--- src/rtl/rf_writeback_ctrl.sv ---
// ============================================================================
// rf_writeback_ctrl: register-file writeback arbiter with load-result FIFO
//   and busy scoreboard for load-use hazard stalls.  Rev 1.0
// ============================================================================
`default_nettype none

module rf_writeback_ctrl #(
  parameter int DEPTH = 2
) (
  input  logic        clk,
  input  logic        rst_n,
  input  logic        alu_valid,
  input  logic [4:0]  alu_rd,
  input  logic [31:0] alu_data,
  input  logic        lsu_valid,
  input  logic [4:0]  lsu_rd,
  input  logic [31:0] lsu_data,
  output logic        lsu_ready,
  input  logic        issue_valid,
  input  logic [4:0]  issue_rd,
  input  logic [4:0]  q_ra1,
  input  logic [4:0]  q_ra2,
  input  logic [4:0]  q_wa,
  output logic        stall,
  output logic        we,
  output logic [4:0]  wa,
  output logic [31:0] wd
);

  localparam int PTR_W = (DEPTH > 1) ? $clog2(DEPTH) : 1;
  localparam int CNT_W = $clog2(DEPTH + 1);
  localparam logic [PTR_W-1:0] PTR_LAST = PTR_W'(DEPTH - 1);
  localparam logic [CNT_W-1:0] CNT_FULL = CNT_W'(DEPTH);

  logic [36:0]      mem [DEPTH];
  logic [PTR_W-1:0] wr_ptr;
  logic [PTR_W-1:0] rd_ptr;
  logic [CNT_W-1:0] count;
  logic [31:0]      busy;
  logic [31:0]      busy_next;
  logic             we_load;

  logic             push;
  logic             pop;
  logic             sel_valid;
  logic             sel_load;
  logic [4:0]       sel_rd;
  logic [31:0]      sel_data;
  logic             sel_write;

  assign lsu_ready = rst_n && (count < CNT_FULL);
  assign push      = lsu_valid && lsu_ready;

  // ALU results have no back-pressure, so they always win arbitration.
  always_comb begin
    sel_valid = 1'b0;
    sel_load  = 1'b0;
    sel_rd    = 5'd0;
    sel_data  = 32'd0;
    pop       = 1'b0;
    if (alu_valid) begin
      sel_valid = 1'b1;
      sel_rd    = alu_rd;
      sel_data  = alu_data;
    end else if (count != '0) begin
      sel_valid = 1'b1;
      sel_load  = 1'b1;
      sel_rd    = mem[rd_ptr][36:32];
      sel_data  = mem[rd_ptr][31:0];
      pop       = 1'b1;
    end
  end

  assign sel_write = sel_valid && (sel_rd != 5'd0);

  // Clear first, then set, so a same-cycle issue to the written register wins.
  always_comb begin
    busy_next = busy;
    if (we && we_load) begin
      busy_next[wa] = 1'b0;
    end
    if (issue_valid && (issue_rd != 5'd0)) begin
      busy_next[issue_rd] = 1'b1;
    end
    busy_next[0] = 1'b0;
  end

  assign stall = rst_n && (((q_ra1 != 5'd0) && busy[q_ra1]) ||
                           ((q_ra2 != 5'd0) && busy[q_ra2]) ||
                           ((q_wa  != 5'd0) && busy[q_wa]));

  always_ff @(posedge clk) begin
    if (push) begin
      mem[wr_ptr] <= {lsu_rd, lsu_data};
    end
  end

  always_ff @(posedge clk) begin
    if (!rst_n) begin
      wr_ptr  <= '0;
      rd_ptr  <= '0;
      count   <= '0;
      busy    <= 32'd0;
      we      <= 1'b0;
      we_load <= 1'b0;
      wa      <= 5'd0;
      wd      <= 32'd0;
    end else begin
      if (push) begin
        wr_ptr <= (wr_ptr == PTR_LAST) ? '0 : wr_ptr + 1'b1;
      end
      if (pop) begin
        rd_ptr <= (rd_ptr == PTR_LAST) ? '0 : rd_ptr + 1'b1;
      end
      if (push && !pop) begin
        count <= count + 1'b1;
      end else if (pop && !push) begin
        count <= count - 1'b1;
      end
      we      <= sel_write;
      we_load <= sel_write && sel_load;
      if (sel_write) begin
        wa <= sel_rd;
        wd <= sel_data;
      end
      busy <= busy_next;
    end
  end

endmodule

`default_nettype wire

--- config.mk ---
export PLATFORM = sky130hd
export DESIGN_NAME = rf_writeback_ctrl
export DESIGN_NICKNAME = d
export VERILOG_FILES = /design/src/rtl/rf_writeback_ctrl.sv
export SDC_FILE = /design/constraint.sdc
export NUM_CORES = 1
export LEC_CHECK = 0
export ABC_AREA = 1
export ABC_CLOCK_PERIOD_IN_PS = 3100
export CORE_ASPECT_RATIO = 0.6
export CORE_MARGIN = 3
export CORE_UTILIZATION = 63
export CTS_CLUSTER_DIAMETER = 80
export DETAILED_ROUTE_END_ITERATION = 16
export DONT_BUFFER_PORTS = 1
export PLACE_DENSITY = 0.79
export REMOVE_ABC_BUFFERS = 1
export SYNTH_ARGS = -nofsm -noshare
export SYNTH_HDL_FRONTEND = slang
export SYNTH_SLANG_ARGS = --single-unit
export TNS_END_PERCENT = 30
--- constraint.sdc ---
create_clock -name clk -period 3.1 [get_ports clk]
set_clock_uncertainty 0.1 [all_clocks]
set_input_delay 0.465 -clock clk [delete_from_list [all_inputs] [get_ports clk]]
set_output_delay 0.465 -clock clk [all_outputs]
set_load 0.1 [all_outputs]
==> results of run 1 <==
cell families after synthesis:
kind of cell,count (synthesis),share of synthesized area
compound gates,246,0.189
simple gates,305,0.186
flops,149,0.556
fa+ha+maj,1,0.00187
xor+xnor,1,0.00131
buf+inv,104,0.0665
critical path: stages (launching register included):
cell,delay (ns)
dfxtp_1,0.31
inv_1,0.19
nand2_1,0.08
nand3_1,0.08
nand2_1,0.05
nand2_1,0.05
nand2_1,0.08
inv_1,0.06
nand2_1,0.05
nand2_1,0.05
nand2_1,0.04
nor2_1,0.23
a21oi_2,0.08
buf_4,0.24
metal layers:
layer | track usage | vias to the layer above
met5 | 0 | -
met4 | 0.0853 | 0
met3 | 0.120 | 28
met2 | 0.463 | 402
met1 | 0.461 | 2754
li1 | - | 2742
report_power, final:
| group | leakage [nW] | switching, mW | internal (mW) | total, mW |
|---|---|---|---|---|
| logic | 1.29 | 0.661 | 0.265 | 0.926 |
| registers | 1.29 | 0.742 | 2.26 | 3.01 |
| clock network | 0.299 | 0.921 | 1.16 | 2.08 |
| total | 2.88 | 2.32 | 3.69 | 6.01 |
state kept, by name, indices dropped and copies added (netlist names), 2 cells and up, named ones only:
register and count:
mem 74, wd 32, busy 31, wa 5
count 2
area by class of cell:
| cell class | instances | area (sq um) | area share |
|---|---|---|---|
| Timing Repair Buffer | 16 | 158 | 0.0211 |
| Inverter | 64 | 240 | 0.0322 |
| Clock buffer | 17 | 425 | 0.0570 |
| Multi-Input combinational cell | 553 | 2560 | 0.343 |
| Sequential cell | 149 | 3720 | 0.499 |
| Tap cell | 135 | 169 | 0.0227 |
| Clock inverter | 15 | 180 | 0.0242 |
metrics by stage:
step	cells	cell area (sq um)
after floorplan	766	6500
after global placement	917	6850
after detailed placement	917	6850
after CTS	949	7460
after global routing	949	7460
final	949	7460
how the worst max path moves through the flow:
stage | startpoint | to | slack (ns) | depth (start not counted)
2_1_floorplan | rst_n | mem[0][0] | -1.59 | 4
3_3_place_gp | q_ra2[0] | stall | 0.62 | 13
3_5_place_dp | q_ra2[0] | stall | 0.59 | 11
4_1_cts | busy[21] | stall | 0.57 | 13
5_1_grt | busy[20] | stall | 0.39 | 13
6_report | busy[22] | stall | 0.50 | 13
synthesized netlist by cell type (2+ instances only):
master and n:
a21oi_1 148, a31oi_1 2, buf_1 3, buf_2 8
buf_4 2, buf_6 5, clkbuf_1 22, dfxtp_1 75
edfxtp_1 74, inv_1 62, inv_2 2, nand2_1 212
nand3_1 58, nor2_1 20, nor3_1 12, o211ai_1 6
o21ai_0 79, o21ai_1 6
==> out/results.txt, run 1 <==
Slew @ Worst Pin - 1.10 ns
Pre-CTS setup slack - 0.590 ns
Required time of the worst setup path - 2.53 ns
Worst Hold Class - in -> reg
Routed Antenna Nets - 0
Hold depth - 0
Min-delay src - lsu_data[30]
Drt pass-1 iters - 5
Setup Viol. Count Final - 0
Rel. slew slack - 0.258
Maximum VDD drop - 0.000605 V
Number of buffers added for setup after CTS - 0
Initial DRC Count - 749
Pleak - 2.88 nW
Final Net Count - 901
Die Span X - 139 um
Worst path arrival time - 2.03 ns
Max Slew Vio Count - 0
# diodes - 0
WL/cell - 20.0 um
FF-to-FF path depth - 8
Worst skew pair latency - 0.42 ns
RSZ-0062 raised after global routing - no
Gpl congestion - 0.892
Commonest non-fill, non-tap cell in the layout - nand2_1
Initial antenna violation count - 0
Port bufs - 0
Post-Route WL - 19000 um
Layout cells sized above 1 - 0.0713
Post-synth EDFFs - 74
CTS tree - built
Initial Util - 0.664
I/O pin count - 139
Grt ovf - 0
Outcome - finished clean
Ys async rst share - 0
CTS sink count - 149
First-pass GRT wire length - 29600 um
Mean Syn Cell Area - 8.31 sq um
Number of global-route vias before repair - 5486
Vias - 5926
Ratio of final minimum period to clock period - 0.838
Met3 wire len - 2840 um
Fillers - 720
Main synth FF type - dfxtp_1
Routed vias/inst - 6.24
Setup TNS Final - 0 ns
Core area - 10100 sq um
Ys Warns - 0
Hold_buf cts - 0
Area grow syn2layout - 11.3%
Final Util - 0.739
Vert. Die Dim - 85.9 um
Sequential area share after synthesis - 0.556
Post-CTS Resized - 0
CP Launch Type - flip-flop
All-Layer GR Usage - 0.321
FF-to-FF End - wd[18]
R2r setup slk - 0.68 ns
Unique masters post-synth - 28
Largest net degree at the start of global routing - 55
Hold Path End - mem[1][30]
Pwr dens - 807 nW/um^2
Highest-count cells in the layout ignoring fill and taps - nand2_1 (212), a21oi_1 (147), o21ai_0 (79), dfxtp_1 (75), edfxtp_1 (74)
Max_cap viols - 0
Synth top area share - 0.332
Met2 Wirelength - 7890 um
DRC Markers - 0
F_max - 0.385 GHz
Hold slack - 0.0288 ns
Post-route setup slack - 0.504 ns
Row count - 28
Final hold viol count - 0
Final HPWL DP - 13200 um
Root buf cell - clkbuf_16
Die ar. - 12000 sq um
Mapped cell area - 6700 sq um
Cells after Synth - 806
Number of buffers created by CTS - 17
WL met1 - 8050 um
Min Clock Period, post-route - 2.60 ns
Synth top area cells - edfxtp_1 (33%), dfxtp_1 (22%), nand2_1 (12%)
Worst setup EP type - primary output
Top Layer Used - met4
Largest area contributor in the netlist - edfxtp_1
Total Power Consumption - 6.01 mW
Clock-pin slew on the worst setup and hold paths - 0.07 ns
Max clock buf depth - 2
CTS H-Tree Depth - 4
Setup CP Type - reg -> out
CP max FO - 3
Flops & latches, synth - 149
Power figures use the tool's default switching activity.
==> inputs of run 2 (changes only) <==
- ABC_AREA: 1 -> 0
- ABC_CLOCK_PERIOD_IN_PS: 3100 -> 2100
- CORE_UTILIZATION: 63 -> 57
- PLACE_DENSITY: 0.79 -> 0.75
- clock period: 3.1 -> 2.1 ns (I/O delays scaled with it)
==> out/results.txt, run 2 <==
Outcome - finished, violations left
Failing checks - setup timing
Routed vias/inst - 6.41
Sw frac - 0.395
Post-synth EDFFs - 74
Critical Path, Cell by Cell - mux4_2, mux2i_2, o32ai_2, a31oi_1, a41oi_2, buf_12
Gpl congestion - 1.02
Initial Util - 0.610
FF-to-FF path depth - 8
Ys async rst share - 0
Routed Antenna Nets - 0
Power share of the clock group - 0.299
Number of buffers created by CTS - 17
Grt ovf - 0
CTS sink count - 149
Final Net Count - 806
Fillers - 665
Flops & latches, synth - 149
Die Span X - 146 um
First-pass GRT wire length - 30700 um
WL/cell - 23.0 um
Design area - 8570 sq um
RSZ-0062 raised after global routing - yes
Core area - 11000 sq um
Critical R2R Launch - count[0]
Post-Layout Cell Count - 874
Initial antenna violation count - 1
Pwr dens - 1180 nW/um^2
Hold Path End - busy[26]
Dpl cells - 801
Root buf cell - clkbuf_16
Rel. slew slack - 0.416
Slowest CP cell - mux4_2
Commonest non-fill, non-tap cell in the layout - edfxtp_1
Setup Viol. Count Final - 2
Layout cells sized above 1 - 0.252
Largest area contributor in the netlist - edfxtp_1
Initial DRC Count - 617
Max clock buf depth - 2
Area grow syn2layout - 27.8%
DRC Markers - 0
Slew @ Worst Pin - 0.872 ns
Worst setup EP type - primary output
Synth top area cells - edfxtp_1 (33%), dfxtp_1 (22%), mux2i_1 (7.2%)
Die ar. - 13100 sq um
CTS tree - built
Placed standard-cell area - 7330 sq um
FF-to-FF End - wa[2]
Post-Route WL - 20100 um
Vert. Die Dim - 90.0 um
Ratio of final minimum period to clock period - 1.24
Biggest regs - mem: 74 flops, wd: 32 flops, busy: 31 flops
Final hold viol count - 0
R2r setup slk - -0.01 ns
Most flops, register - mem
Maximum VDD drop - 0.000802 V
Mean Syn Cell Area - 10.9 sq um
Min Clock Period, post-route - 2.59 ns
Total Power Consumption - 10.1 mW
Port bufs - 0
Top cells by count, synth - dfxtp_1 (75), edfxtp_1 (74), a21oi_1 (70)
Min-delay src - issue_rd[2]
Mapped cell area - 6700 sq um
Number of global-route vias before repair - 5546
Worst skew pair latency - 0.42 ns
CP Launch Type - flip-flop
Required time of the worst setup path - 1.68 ns
Post-route setup slack - -0.494 ns
F_max - 0.386 GHz
Sequential area share after synthesis - 0.555
Crit-path max cell delay - 0.52 ns
Count leader, synth - dfxtp_1
Pleak - 3.04 nW
Internal power - 6.13 mW
CP max FO - 2
Highest-count cells in the layout ignoring fill and taps - edfxtp_1 (74), a21oi_1 (69), dfxtp_1 (67), buf_4 (67)
Row count - 29
CTS H-Tree Depth - 4
Largest net degree at the start of global routing - 72
Main synth FF type - dfxtp_1
Combinational share of power - 0.345
# diodes - 0
Worst Hold Class - in -> reg
Unique masters post-synth - 47
All-Layer GR Usage - 0.299
Drt pass-1 iters - 5
Synth top area share - 0.331
Clock-pin slew on the worst setup and hold paths - 0.07 ns
Cells after Synth - 617
Max_cap viols - 0
Hold depth - 3
Max Slew Vio Count - 0
Vias - 5599
Number of flip-flops in the largest register - 74
I/O pin count - 139
Setup CP Type - reg -> out
Ys Warns - 0
Flop pwr share - 0.356
Worst path arrival time - 2.18 ns
Final HPWL DP - 13100 um
Switching pwr - 3.99 mW
[run 2: changes by cell type in the layout (fill, tap and decap cells not counted), moves of 38 or more]
cell,delta
mux2i_1,+42
o21ai_0,-46
buf_4,+54
dlygate4sd3_1,+38
inv_1,-56
nand2_1,-163
a21oi_1,-78
nand3_1,-53
[run 2: cells by family (layout without fill, tap and decap cells)]
logic type | after synthesis | count (layout) | share of synthesized area
simple gates | 179 | 179 | 0.127
compound gates | 163 | 163 | 0.144
flops | 149 | 149 | 0.555
mux | 69 | 69 | 0.129
buf+inv | 52 | 154 | 0.0370
xor+xnor | 4 | 4 | 0.00523
fa+ha+maj | 1 | 1 | 0.00187
[run 2: final cells by class]
type	instances	area, sq um	area share
sequential	149	3740	0.436
multi-input combinational	416	2980	0.348
timing repair buffer	114	1040	0.122
clock buffer	17	425	0.0497
tap	155	194	0.0226
clock inverter	15	160	0.0187
inverter	8	30.0	0.00351
[run 2: worst max path at each step]
| stage | startpoint | to | slack (ns) |
|---|---|---|---|
| after global placement | q_wa[2] | stall | -0.14 |
| after floorplan | flip-flop | we_load | -2.93 |
| after CTS | busy[7] | stall | -0.47 |
| after detailed placement | q_wa[2] | stall | -0.21 |
| final | busy[23] | stall | -0.49 |
| after global routing | busy[1] | stall | -0.52 |
[run 2: per-stage QoR]
| stage | worst slack, ns | hold slack (ns) | setup TNS (ns) | utilization |
|---|---|---|---|---|
| 3_5_place_dp | -0.209 | 0.314 | -0.209 | 0.667 |
| 4_1_cts | -0.474 | 0.00517 | -0.515 | 0.759 |
| 3_3_place_gp | -0.145 | 0.314 | -0.145 | 0.667 |
| 6_report | -0.494 | 0.0119 | -0.503 | 0.779 |
| 2_1_floorplan | -2.93 | 0.314 | -259.39 | - |
| 5_1_grt | -0.522 | 0.0163 | -0.816 | 0.779 |
[run 2: routing by layer]
| layer | GRT usage | share of wire | vias up |
|---|---|---|---|
| li1 | - | - | 2496 |
| met1 | 0.404 | 0.40 | 2665 |
| met2 | 0.441 | 0.44 | 387 |
| met3 | 0.127 | 0.13 | 49 |
| met4 | 0.0892 | 0.023 | 2 |
| met5 | 0 | 0.00035 | - |
[run 2: worst max-delay path, delay by kind of cell, from the launching register on]
kind,cells,cell delay (ns)
buffers and inverters,1,0.21
muxes,2,0.74
DFF,1,0.33
AOI/OAI and AO/OA,3,0.48
[run 2: repair_timing]
item	CTS	global route
gates resized for setup	12	43
endpoints found under the hold margin	78	0
hold buffers	38	0
buffers inserted	1	2
setup endpoints to repair	5	37
pin swaps	2	2
[run 2: power groups by stage]
| stage | Sequential (mW) | Combinational (mW) | Clock, mW |
|---|---|---|---|
| finish | 3.60 | 3.49 | 3.03 |
| global route | 3.64 | 3.65 | 3.16 |
| CTS | 3.57 | 3.25 | 3.03 |
| detailed placement | 3.63 | 3.15 | 0 |
| global placement | 3.60 | 3.09 | 0 |
| floorplan | 4.89 | 1.08 | 0 |
==> inputs of run 3 (changes only) <==
- MAX_ROUTING_LAYER: unset -> met4
==> out/results.txt, run 3 (synthesized netlist as in run 2, its figures left out) <==
Final hold viol count - 0
Design area - 8630 sq um
Worst path arrival time - 2.16 ns
Critical Path Sink - stall
Clock-pin slew on the worst setup and hold paths - 0.06 ns
Fillers - 665
Post-Layout Cell Count - 865
Total Power Consumption - 10.1 mW
Rel. slew slack - 0.430
Min Clock Period, post-route - 2.57 ns
R2r setup slk - -0.12 ns
Drt pass-1 iters - 6
Max clock buf depth - 2
Post-Route WL - 20900 um
Number of flip-flops in the largest register - 74
First-pass GRT wire length - 29800 um
Storage element area - 3740 sq um
Number of global-route vias before repair - 5396
CTS sink count - 149
Initial DRC Count - 608
RSZ-0062 raised after global routing - yes
Die ar. - 13100 sq um
Final Net Count - 797
Initial antenna violation count - 0
Failing checks - setup timing
Core area - 11000 sq um
Placed standard-cell area - 7250 sq um
Layout cells sized above 1 - 0.265
Worst skew pair latency - 0.41 ns
Pwr dens - 1170 nW/um^2
Highest-count cells in the layout ignoring fill and taps - edfxtp_1 (74), a21oi_1 (70), dfxtp_1 (66), buf_4 (57)
Slowest CP cell - mux4_2
Worst path top cell family by delay - multiplexers
Critical Path Source - busy[7]
Setup TNS Final - -2.33 ns
Vert. Die Dim - 90.0 um
Biggest regs - mem: 74 flops, wd: 32 flops, busy: 31 flops
Maximum VDD drop - 0.000859 V
Number of buffers created by CTS - 17
FF-to-FF End - wd[20]
FF-to-FF path depth - 6
Routed Antenna Nets - 0
DRC Markers - 0
Pleak - 3.02 nW
Most flops, register - mem
All-Layer GR Usage - 0.298
Dpl cells - 791
Row count - 29
F_max - 0.389 GHz
Ratio of final minimum period to clock period - 1.23
Gpl congestion - 0.998
Multi-input logic area - 3120 sq um
Initial Util - 0.610
Min-delay src - issue_rd[4]
# diodes - 0
Grt ovf - 0
WL/cell - 24.2 um
CP Launch Type - flip-flop
Max Slew Vio Count - 0
CTS H-Tree Depth - 4
Setup CP Type - reg -> out
Post-route setup slack - -0.473 ns
Routed vias/inst - 6.50
Outcome - finished, violations left
Buf/Inv on CP - 1
Required time of the worst setup path - 1.68 ns
Crit-path max cell delay - 0.51 ns
Worst setup EP type - primary output
Commonest non-fill, non-tap cell in the layout - edfxtp_1
CP max FO - 4
Setup Viol. Count Final - 34
Slew @ Worst Pin - 0.852 ns
CP Depth - 6
CTS tree - built
Critical Path, Cell by Cell - mux4_2, mux2i_4, o32ai_1, a31oi_1, a41oi_2, buf_12
I/O pin count - 139
Root buf cell - clkbuf_16
Port bufs - 0
Area grow syn2layout - 28.8%
Max_cap viols - 0
Final HPWL DP - 12800 um
Largest net degree at the start of global routing - 72
Vias - 5621
Worst Hold Class - in -> reg
Die Span X - 146 um
-- run 3: repair_timing --
| item | in CTS | in global routing |
|---|---|---|
| endpoints found under the setup margin | 6 | 34 |
| hold buffers | 38 | 0 |
| pin swaps | 2 | 4 |
| resized for setup | 15 | 64 |
| setup buffers | 0 | 3 |
| endpoints found under the hold margin | 78 | 0 |
| cloned | 0 | 2 |
-- run 3: tightest hold or removal path, delay by kind of cell --
family           cells  cell delay [ns]
AND/OR/NAND/NOR      2             0.12
AO/OA/AOI/OAI        1             0.05
-- run 3: stage by stage --
stage | setup WS, ns | hold slack (ns) | utilization
after global routing | -0.541 | 0.0156 | 0.785
after detailed placement | -0.144 | 0.314 | 0.660
after CTS | -0.446 | 0.00834 | 0.749
after global placement | -0.165 | 0.314 | 0.660
after floorplan | -2.93 | 0.314 | -
final | -0.473 | 0.0253 | 0.785
-- run 3: where the power goes --
part	total, mW	switching, mW	internal (mW)
Combinational	3.72	2.60	1.11
Clock	2.79	1.24	1.56
Sequential	3.62	0.216	3.41
-- run 3: routing by layer --
| layer | track usage | up-vias | routed length, um |
|---|---|---|---|
| met5 | - | - | 0 |
| met4 | 0.0759 | 0 | 400 |
| met3 | 0.0955 | 41 | 2510 |
| met2 | 0.417 | 366 | 9190 |
| met1 | 0.423 | 2747 | 8810 |
| li1 | - | 2467 | - |
-- run 3: how the worst min path moves through the flow --
stage | to | cells after the start
floorplan | mem[0][0] | 0
global placement | mem[0][18] | 0
detailed placement | mem[0][29] | 0
CTS | busy[2] | 3
global route | busy[2] | 3
finish | busy[2] | 3
-- run 3: layout make-up --
class | count | share of cell area
well taps | 155 | 0.0225
clock buffers | 19 | 0.0513
clock inverters | 13 | 0.0116
inverters | 8 | 0.00348
flip-flops and latches | 149 | 0.433
multi-input cells | 416 | 0.362
repair buffers | 105 | 0.116
